--- src/rtl/hazard_scheduler.sv ---
// Purpose: stall/flush scheduler for an in-order 5-stage pipeline. It has no forwarding, so it
//          tracks in-flight register writers and can drain and hold the pipeline on request.
// Latency: all control outputs are combinational from the current inputs and state.
//          Counters, slots and halt_ack_o update on the rising clock edge.
// Backpressure: hold (drain/halt or a RAW hazard) freezes PC and IF/ID and bubbles ID/EX.
//               A MEM redirect overrides hold and flushes IF/ID, ID/EX and EX/MEM.
// Ports:
//   clk, reset (async, active-low)
//   id_*          : the ID-stage instruction (valid, sources, source-use flags, destination)
//   mem_redirect_i: taken control transfer in MEM
//   halt_req_i / halt_ack_o : drain-and-hold handshake
//   pc_write_o, if_id_write_o, *_flush_o : pipeline register controls
//   stall_count_o, flush_count_o : saturating performance counters
module hazard_scheduler #(
    parameter int CNT_W = 16
) (
    input  logic             clk,
    input  logic             reset,
    input  logic             id_valid_i,
    input  logic [4:0]       id_rs_i,
    input  logic [4:0]       id_rt_i,
    input  logic             id_use_rs_i,
    input  logic             id_use_rt_i,
    input  logic             id_reg_write_i,
    input  logic [4:0]       id_dest_i,
    input  logic             mem_redirect_i,
    input  logic             halt_req_i,
    output logic             halt_ack_o,
    output logic             pc_write_o,
    output logic             if_id_write_o,
    output logic             if_id_flush_o,
    output logic             id_ex_flush_o,
    output logic             ex_mem_flush_o,
    output logic [CNT_W-1:0] stall_count_o,
    output logic [CNT_W-1:0] flush_count_o
);

    typedef enum logic [1:0] {RUN, DRAIN, HALTED} state_t;

    state_t     state;
    logic       ex_vld, mem_vld, wb_vld;
    logic [4:0] ex_dest, mem_dest, wb_dest;

    logic rs_hit, rt_hit, data_hazard, hold, slots_empty;

    // Register $0 is hard-wired, so a writer to it never blocks a reader.
    function automatic logic slot_hit(input logic vld, input logic [4:0] dest,
                                      input logic [4:0] src);
        return vld && (dest != 5'd0) && (dest == src);
    endfunction

    assign rs_hit = slot_hit(ex_vld, ex_dest, id_rs_i) | slot_hit(mem_vld, mem_dest, id_rs_i)
                  | slot_hit(wb_vld, wb_dest, id_rs_i);
    assign rt_hit = slot_hit(ex_vld, ex_dest, id_rt_i) | slot_hit(mem_vld, mem_dest, id_rt_i)
                  | slot_hit(wb_vld, wb_dest, id_rt_i);

    // Without forwarding, a consumer waits until its producer has retired out of WB.
    assign data_hazard = id_valid_i && ((id_use_rs_i && rs_hit) || (id_use_rt_i && rt_hit));
    assign hold        = (state != RUN) || data_hazard;
    assign slots_empty = !ex_vld && !mem_vld && !wb_vld;

    // A redirect wins over hold: the fetch continues at the new target and everything younger
    // than MEM is squashed.
    always_comb begin
        pc_write_o     = 1'b1;
        if_id_write_o  = 1'b1;
        if_id_flush_o  = 1'b0;
        id_ex_flush_o  = 1'b0;
        ex_mem_flush_o = 1'b0;
        if (mem_redirect_i) begin
            if_id_flush_o  = 1'b1;
            id_ex_flush_o  = 1'b1;
            ex_mem_flush_o = 1'b1;
        end else if (hold) begin
            pc_write_o     = 1'b0;
            if_id_write_o  = 1'b0;
            id_ex_flush_o  = 1'b1;
        end
    end

    // The drain FSM. halt_ack_o is assigned together with each state transition, so it stays
    // registered and equal to (state == HALTED).
    always_ff @(posedge clk or negedge reset) begin
        if (!reset) begin
            state      <= RUN;
            halt_ack_o <= 1'b0;
        end else begin
            case (state)
                RUN: begin
                    if (halt_req_i) state <= DRAIN;
                    halt_ack_o <= 1'b0;
                end
                DRAIN: begin
                    // Dropping the request takes priority over completing the drain.
                    if (!halt_req_i) begin
                        state      <= RUN;
                        halt_ack_o <= 1'b0;
                    end else if (slots_empty) begin
                        state      <= HALTED;
                        halt_ack_o <= 1'b1;
                    end
                end
                HALTED: begin
                    if (!halt_req_i) begin
                        state      <= RUN;
                        halt_ack_o <= 1'b0;
                    end
                end
                default: begin
                    state      <= RUN;
                    halt_ack_o <= 1'b0;
                end
            endcase
        end
    end

    // Writer tracking mirrors the pipeline registers: a held or squashed ID instruction
    // enters EX as a bubble.
    always_ff @(posedge clk or negedge reset) begin
        if (!reset) begin
            ex_vld   <= 1'b0;
            ex_dest  <= 5'd0;
            mem_vld  <= 1'b0;
            mem_dest <= 5'd0;
            wb_vld   <= 1'b0;
            wb_dest  <= 5'd0;
        end else begin
            wb_vld   <= mem_vld;
            wb_dest  <= mem_dest;
            mem_vld  <= ex_vld && !mem_redirect_i;
            mem_dest <= ex_dest;
            ex_vld   <= id_valid_i && id_reg_write_i && !mem_redirect_i && !hold;
            ex_dest  <= id_dest_i;
        end
    end

    // Stalls are counted only as hazard cycles in RUN. Drain/halt hold cycles and squashed
    // cycles are not counted.
    always_ff @(posedge clk or negedge reset) begin
        if (!reset) begin
            stall_count_o <= '0;
            flush_count_o <= '0;
        end else begin
            if (data_hazard && (state == RUN) && !mem_redirect_i && (stall_count_o != '1))
                stall_count_o <= stall_count_o + CNT_W'(1);
            if (mem_redirect_i && (flush_count_o != '1))
                flush_count_o <= flush_count_o + CNT_W'(1);
        end
    end

endmodule

--- config.mk ---
export PLATFORM = sky130hd
export DESIGN_NAME = hazard_scheduler
export DESIGN_NICKNAME = d
export VERILOG_FILES = /design/src/rtl/hazard_scheduler.sv
export SDC_FILE = /design/constraint.sdc
export NUM_CORES = 1
export LEC_CHECK = 0
export BUFFER_PORTS_ARGS = -buffer_cell sky130_fd_sc_hd__buf_2
export CORE_ASPECT_RATIO = 1.2
export CORE_UTILIZATION = 58
export CTS_CLUSTER_DIAMETER = 40
export DETAILED_ROUTE_END_ITERATION = 8
export PLACE_DENSITY_LB_ADDON = 0.25
export SLEW_MARGIN = 20
export SYNTH_ARGS = -nofsm -noshare
export SYNTH_HDL_FRONTEND = slang
export SYNTH_SLANG_ARGS = --single-unit
--- constraint.sdc ---
create_clock -name clk -period 3.8 [get_ports clk]
set_input_delay 0.57 -clock clk [delete_from_list [all_inputs] [get_ports clk]]
set_output_delay 0.57 -clock clk [all_outputs]
set_load 0.02 [all_outputs]
==> results.md, run 1 <==
- Ys flop type: dfrtp_1
- Max Freq: ~340 MHz
- Vias/cell: roughly 5.6
- Startpoint types: flip-flop
- R2R cell count: 6
- Worst-path clk slew: 0.09 ns
- CP max stage cell: or4_1
- Crit path largest cell delay: roughly 0.54 ns
- Final Non-Filler Cells: 362
- Number of port buffers: 60
- Syn Inst Count: approximately 240
- Postcts setup bufs: 0
- Vias in the first global route: roughly 2,000
- Share of layout cells above drive strength 1: 0.268
- Status: finished, final reports clean
- Least-Margin Pin Slew: 0.575 ns
- P&R area growth vs syn: 16.8%
- Synth Area in Simple Gates: 0.169
- Clock Latency Late Sink: about 0.30 ns
- Post-synth EDFFs: 0
- Synthesized flop and latch total: 53
- Cts bufs inserted: 5
- Critical Path, Cell by Cell: or4_1 -> o21ai_1 -> or4_4 -> a31oi_1 -> o21ai_0 -> a21o_1 -> buf_2
- Placer Congestion: 0.876
- R2r endpoint: stall_count_o[1]
- XOR/XNOR share of the synthesized area: 0.190
- Register area: around 1300 sq um
- FILL cells: between 300 and 400
- DP HPWL: between 4 and 5 mm
- Compound-Gate Fraction of Synth Area: 0.100
- Synth Area in Adders: 0.00935
- Clk root buf: clkbuf_8
- Total gr overflow: 0
- Deepest clock path buffer count: 2
- Hold buffers post-CTS: 0
- RSZ-0062 raised after global routing: false
- CP startpoint: mem_dest[1]
- Count leader, synth: dfrtp_1
- Crit path capture type: output pin
- Yosys top cell area share: 0.496
- Pre-antenna DRT Iters: 4
- Clock Skews: 0.00426 ns
- Final Net Count: 330
- Post-Syn Area: approximately 2700 sq um
- Max-cap violations: 0
- Post-Place Cells: 354
- Area leader, netlist: dfrtp_1
- Initial antenna violation count: 0
- Slew Viols, Final: 0
- Tot Pwr: between 1000 and 1500 uW
- WP data arrival: 2.40 ns
- Ports: 61
- Wire per inst: 14.8 microns
- VDD IR max: roughly 0.37 mV
- Main combinational cell family by area after synthesis: XOR/XNOR gates
- Setup TNS Final: 0 ns
- Min cycle time layout: 2.97 ns
- CTS tree: built
- Slew headroom: 0.614
- Hold slack: roughly 0.22 ns
- Ratio of final minimum period to clock period: 0.782
- Global-route wire length before repair: roughly 9.1 mm
- Die H: 76.4 microns
- Largest cells by area after synthesis: dfrtp_1 (50%), xor2_1 (9.8%), xnor2_1 (9.2%)
- Post-synthesis mux area share: 0.00795
- R2R Path Start: mem_dest[4]
- Post-cts sizing count: 0
- Crit path to: if_id_write_o
- Die area: between 4000 and 5000 sq um
- Reg2reg setup slack: 1.41 ns
- Multi-input combinational cell area: 1270 sq um
- Antenna diodes: 0
- Global Route Usage Sum: 0.242
- DRC errors left: 0
- Async S/R FF share, synth: 1.00
- Final hold viol count: 0
- Worst EP required: ~3.2 ns
- Hold Path Class: in2async
- Die X: between 60 and 70 microns
- Sequential fraction of the synthesis area: 0.496
- Number of setup violations in the final report: 0
- Clock sinks: 53
- Static leakage: between 0.0015 and 0.002 uW
- CP Class: reg2out
- Starting Density: 0.618
- Most frequent cells after synthesis: dfrtp_1 (53), xor2_1 (30), xnor2_1 (28), nand2_1 (20), nand3_1 (19)
- CP top delay family: compound AO/OA/AOI/OAI gates
- Area of the core: around 4300 sq um
- Via count: just over 2,000
- Synth warn: 0
- Row Count: 26
- Critical-path maximum fanout: 4
- Crit path buffers/inverters: 1
- Number of distinct library cells after synthesis: 37
- Total routed wirelength: 5.37 mm
- Number of DRC markers in iteration 0: 95
- Syn avg cell area: approximately 11 sq um
- Synth Net Count: around 270
- Routed Antenna Nets: 0
- Path length in cells of the critical path: 7
- H-Tree Depth: 2
- Largest net degree at the start of global routing: 32
- Power Density: approximately 430 nW/um^2
## how the worst min path moves through the flow
stage / start / endpoint / slack [ns]
after floorplan: reset / ex_dest[0] / 0.27
after global placement: mem_vld / wb_vld / 0.39
after detailed placement: mem_vld / wb_vld / 0.39
after CTS: reset / stall_count_o[13] / 0.23
after global routing: reset / stall_count_o[13] / 0.26
final: reset / stall_count_o[13] / 0.22
## flip-flops by register name (all words and copies together) (netlist names)
register and flops:
flush_count_o 16, mem_vld 1, wb_dest 5, mem_dest 5
ex_vld 1, wb_vld 1, state 2, stall_count_o 16
halt_ack_o 1, ex_dest 5
## metal layers
metal / vias to the layer above / part of all wire / GRT usage
li1: 971 / - / -
met1: 981 / 0.41 / 0.290
met2: 60 / 0.53 / 0.420
met3: 9 / 0.041 / 0.0344
met4: 0 / 0.019 / 0.114
met5: - / 0 / 0
## cells by family after synthesis
group                    Yosys count
adder cells (fa/ha/maj)            2
multiplexers                       2
AND/OR/NAND/NOR                   84
AO/OA/AOI/OAI                     30
buffers and inverters             13
flip-flops                        53
XOR/XNOR                          58
## final cells by class
class	count	area share
flip-flops and latches	53	0.425
multi-input cells	176	0.408
repair buffers	61	0.0985
clock buffers	7	0.0276
well taps	56	0.0224
clock inverters	1	0.00961
inverters	8	0.00961
## stage by stage
stage,utilization,instance area (sq um),setup WS [ns]
after floorplan,-,2680,1.23
after global placement,0.695,3010,1.08
after detailed placement,0.695,3010,1.03
after CTS,0.722,3120,0.843
after global routing,0.722,3120,0.663
final,0.722,3120,0.830
## power by group
group / internal [uW] / total, uW / switching [uW]
Sequential: 620 / 684 / 64.1
Combinational: 106 / 263 / 157
Clock: 215 / 393 / 178
Total: 941 / 1340 / 400
## placed cells by master, fill, tap and decap left out, types with 3 or more instances in the layout
cell type,instances
nand3_1,19
xnor2_1,28
o21ai_0,3
buf_2,60
or4_1,6
dfrtp_1,53
a211oi_2,4
xor2_1,30
a21oi_1,6
or4_4,3
and3_1,4
nor3_1,5
nand4_1,5
and4_1,3
a211oi_1,3
clkbuf_8,6
nand2_1,20
inv_1,8
nor2_1,11
Power figures use the tool's default switching activity.
==> run 2: changes to the inputs <==
Settings changed: CORE_UTILIZATION 58 to 48.
Clock period 3.8 ns to 2.6 ns, I/O delays scaled along.
==> run 2 against run 1 <==
Against the previous run:
- sequential share of layout area shrank 2.3 points
- power is 38% higher
- via count is 1.8% higher
- utilization down 10 points
- combinational power rose by 55%
- first-iteration DRC count shrank 34%
- final cell count up 5.5%
- non-clock buffer count increased by 14
- worst setup slack lost 0.81 ns
- clock-buffer cell count is 1 lower
- critical path type unchanged
- critical endpoint unchanged
==> results.md, run 2 (same netlist as run 1, synthesis figures left out) <==
- Tot Pwr: 1850 uW (+38%)
- Critical Path, Cell by Cell: buf_4 -> xor2_1 -> or4_4 -> a31oi_4 -> o21ai_2 -> a21o_1 -> buf_4
- Number of setup violations in the final report: 0 (unchanged)
- Commonest non-fill, non-tap cell in the layout: buf_2
- DP HPWL: 4.11 mm (+0.63%)
- Row Count: 29 (+12%)
- Crit path largest cell delay: 0.55 ns (about the same)
- CTS tree: built
- R2R cell count: 7 (+1)
- Hold slack: 0.0974 ns (-0.123 ns)
- Area of the core: 5330 sq um (+23%)
- Pre-CTS WS: 0.175 ns (-0.855 ns)
- CP Class: reg2out
- RSZ-0062 raised after global routing: true
- Initial antenna violation count: 0 (unchanged)
- Status: finished, final reports clean
- Ratio of final minimum period to clock period: 0.991
- Pre-antenna DRT Iters: 4 (unchanged)
- Hold buffers post-CTS: 0 (unchanged)
- Die area: 5880 sq um (+20%)
- Final Net Count: 344 (+4.2%)
- Clk root buf: clkbuf_8
- Clock Skews: 0.00960 ns (+0.00534 ns)
- Die X: 70.2 microns (+9.6%)
- Global-route wire length before repair: 9.18 mm (+0.98%)
- Slew headroom: 0.567 (-0.0472)
- Internal power: 1270 uW (+35%)
- Reg2reg setup slack: 0.17 ns (-1.24 ns)
- Vias in the first global route: 1,979 (-0.50%)
- Worst-path clk slew: 0.09 ns (about the same)
- Sequential share of power: 0.542 (+0.032)
- Most frequent cells in the layout: buf_2 (58), dfrtp_1 (51), xor2_1 (30), xnor2_1 (26), nand2_1 (20)
- CP max stage cell: or4_4
- Static leakage: 0.00158 uW (+5.5%)
- H-Tree Depth: 2 (unchanged)
- FILL cells: 450 (+38%)
- Post-route setup slack: 0.0246 ns (-0.805 ns)
- Share of layout cells above drive strength 1: 0.350 (+0.0820)
- DRC errors left: 0 (unchanged)
- R2R Path Start: ex_dest[0]
- Max-cap violations: 0 (unchanged)
- Clock sinks: 53 (unchanged)
- Switch share: 0.317 (+0.0186)
- Wire per inst: 14.7 microns (-0.84%)
- Crit path capture type: output pin
- P&R area growth vs syn: 23.6%
- Ports: 61 (unchanged)
- Via count: 2,058 (+1.8%)
- Startpoint types: flip-flop
- Total routed wirelength: 5.62 mm (+4.6%)
- Placer Congestion: 0.866 (-1.1%)
- Crit path buffers/inverters: 2 (+1)
- Antenna diodes: 0 (unchanged)
- Largest net degree at the start of global routing: 28 (-13%)
- Number of port buffers: 60 (unchanged)
- Final Non-Filler Cells: 382 (+5.5%)
- Biggest regs: flush_count_o: 16 flops, stall_count_o: 16 flops
- Most frequent cell on the critical path: buf_4
- R2r endpoint: stall_count_o[1]
- Global Route Usage Sum: 0.200 (-0.0419)
- Routed Antenna Nets: 0 (unchanged)
- Power Density: 561 nW/um^2 (+31%)
- Final hold viol count: 0 (unchanged)
- CP top delay family: simple AND/OR/NAND/NOR gates
- Critical-path maximum fanout: 4 (unchanged)
- Worst EP required: 2.21 ns (-1.02 ns)
- Deepest clock path buffer count: 2 (unchanged)
- VDD IR max: 0.446 mV (+21%)
- Min cycle time layout: 2.58 ns
- Max Freq: 388 MHz
- Number of DRC markers in iteration 0: 63 (-34%)
- Die H: 83.8 microns (+9.7%)
- Least-Margin Pin Slew: 0.650 ns (+0.0743 ns)
- Vias/cell: 5.39 (-3.5%)
- Clock power frac: 0.239 (-0.054)
- Post-Place Cells: 362 (+2.3%)
- NetSw: 588 uW (+47%)
- Total gr overflow: 0 (unchanged)
- Cts bufs inserted: 5 (unchanged)
- Slew Viols, Final: 0 (unchanged)
- Clock Latency Late Sink: 0.31 ns (about the same)
- Logic pwr share: 0.219 (+0.023)
- WP data arrival: 2.19 ns (-0.21 ns)
- Hold Path Class: in2async
- Starting Density: 0.502 (-0.117)
## run 2: routing by layer
layer  share of wire  vias to the layer above  track usage  wire, microns
li1                -                      998            -              -
met3           0.038                       13       0.0386            212
met2            0.50                       52        0.345           2810
met4           0.026                        0       0.0745            146
met1            0.44                      995        0.246           2450
met5               0                        -            0              0
## run 2: final cells by class
cell class	count	area, sq um	share of cell area
inverters	8	30.0	0.00908
multi-input cells	176	1360	0.410
flip-flops and latches	53	1330	0.402
clock inverters	2	10.0	0.00303
clock buffers	6	72.6	0.0220
well taps	62	77.6	0.0235
repair buffers	75	430	0.130
## run 2: how the worst max path moves through the flow
stage                            from            end  slack, ns  cells past startpoint
after global routing       ex_dest[0]  if_id_write_o      -0.08                      7
final                      ex_dest[0]  if_id_write_o       0.02                      7
after floorplan           mem_dest[1]     pc_write_o       0.28                      7
after CTS                  ex_dest[4]  if_id_write_o      0.004                      7
after global placement     id_rs_i[4]  if_id_write_o       0.20                      8
after detailed placement  mem_dest[1]  if_id_write_o       0.18                      7
## run 2: power groups by stage
stage                     Combinational, uW  Clock [uW]  Sequential (uW)
after global routing                    447         494             1020
final                                   407         443             1000
after detailed placement                387           0             1020
after CTS                               388         459             1000
after global placement                  379           0             1020
after floorplan                         168           0             1080
## run 2: through the flow
stage          setup TNS, ns  instance area, sq um   util
3_3_place_gp               0                  3040  0.570
5_1_grt               -0.172                  3310  0.620
4_1_cts                    0                  3140  0.588
2_1_floorplan              0                  2680      -
3_5_place_dp               0                  3040  0.570
6_report                   0                  3310  0.620
## run 2: what timing repair did
action | CTS | global route
setup endpoints to repair | 3 | 3
buffers inserted | 1 | 11
resized for setup | 2 | 19
pin swaps | 0 | 6
## run 2: worst register-to-register path, stage by stage (launching register included)
cell     delay (ns)
dfrtp_1        0.42
buf_4          0.15
xor2_1         0.15
or4_4          0.55
buf_4          0.16
a31o_4         0.30
a21oi_1        0.25
mux2_2         0.36
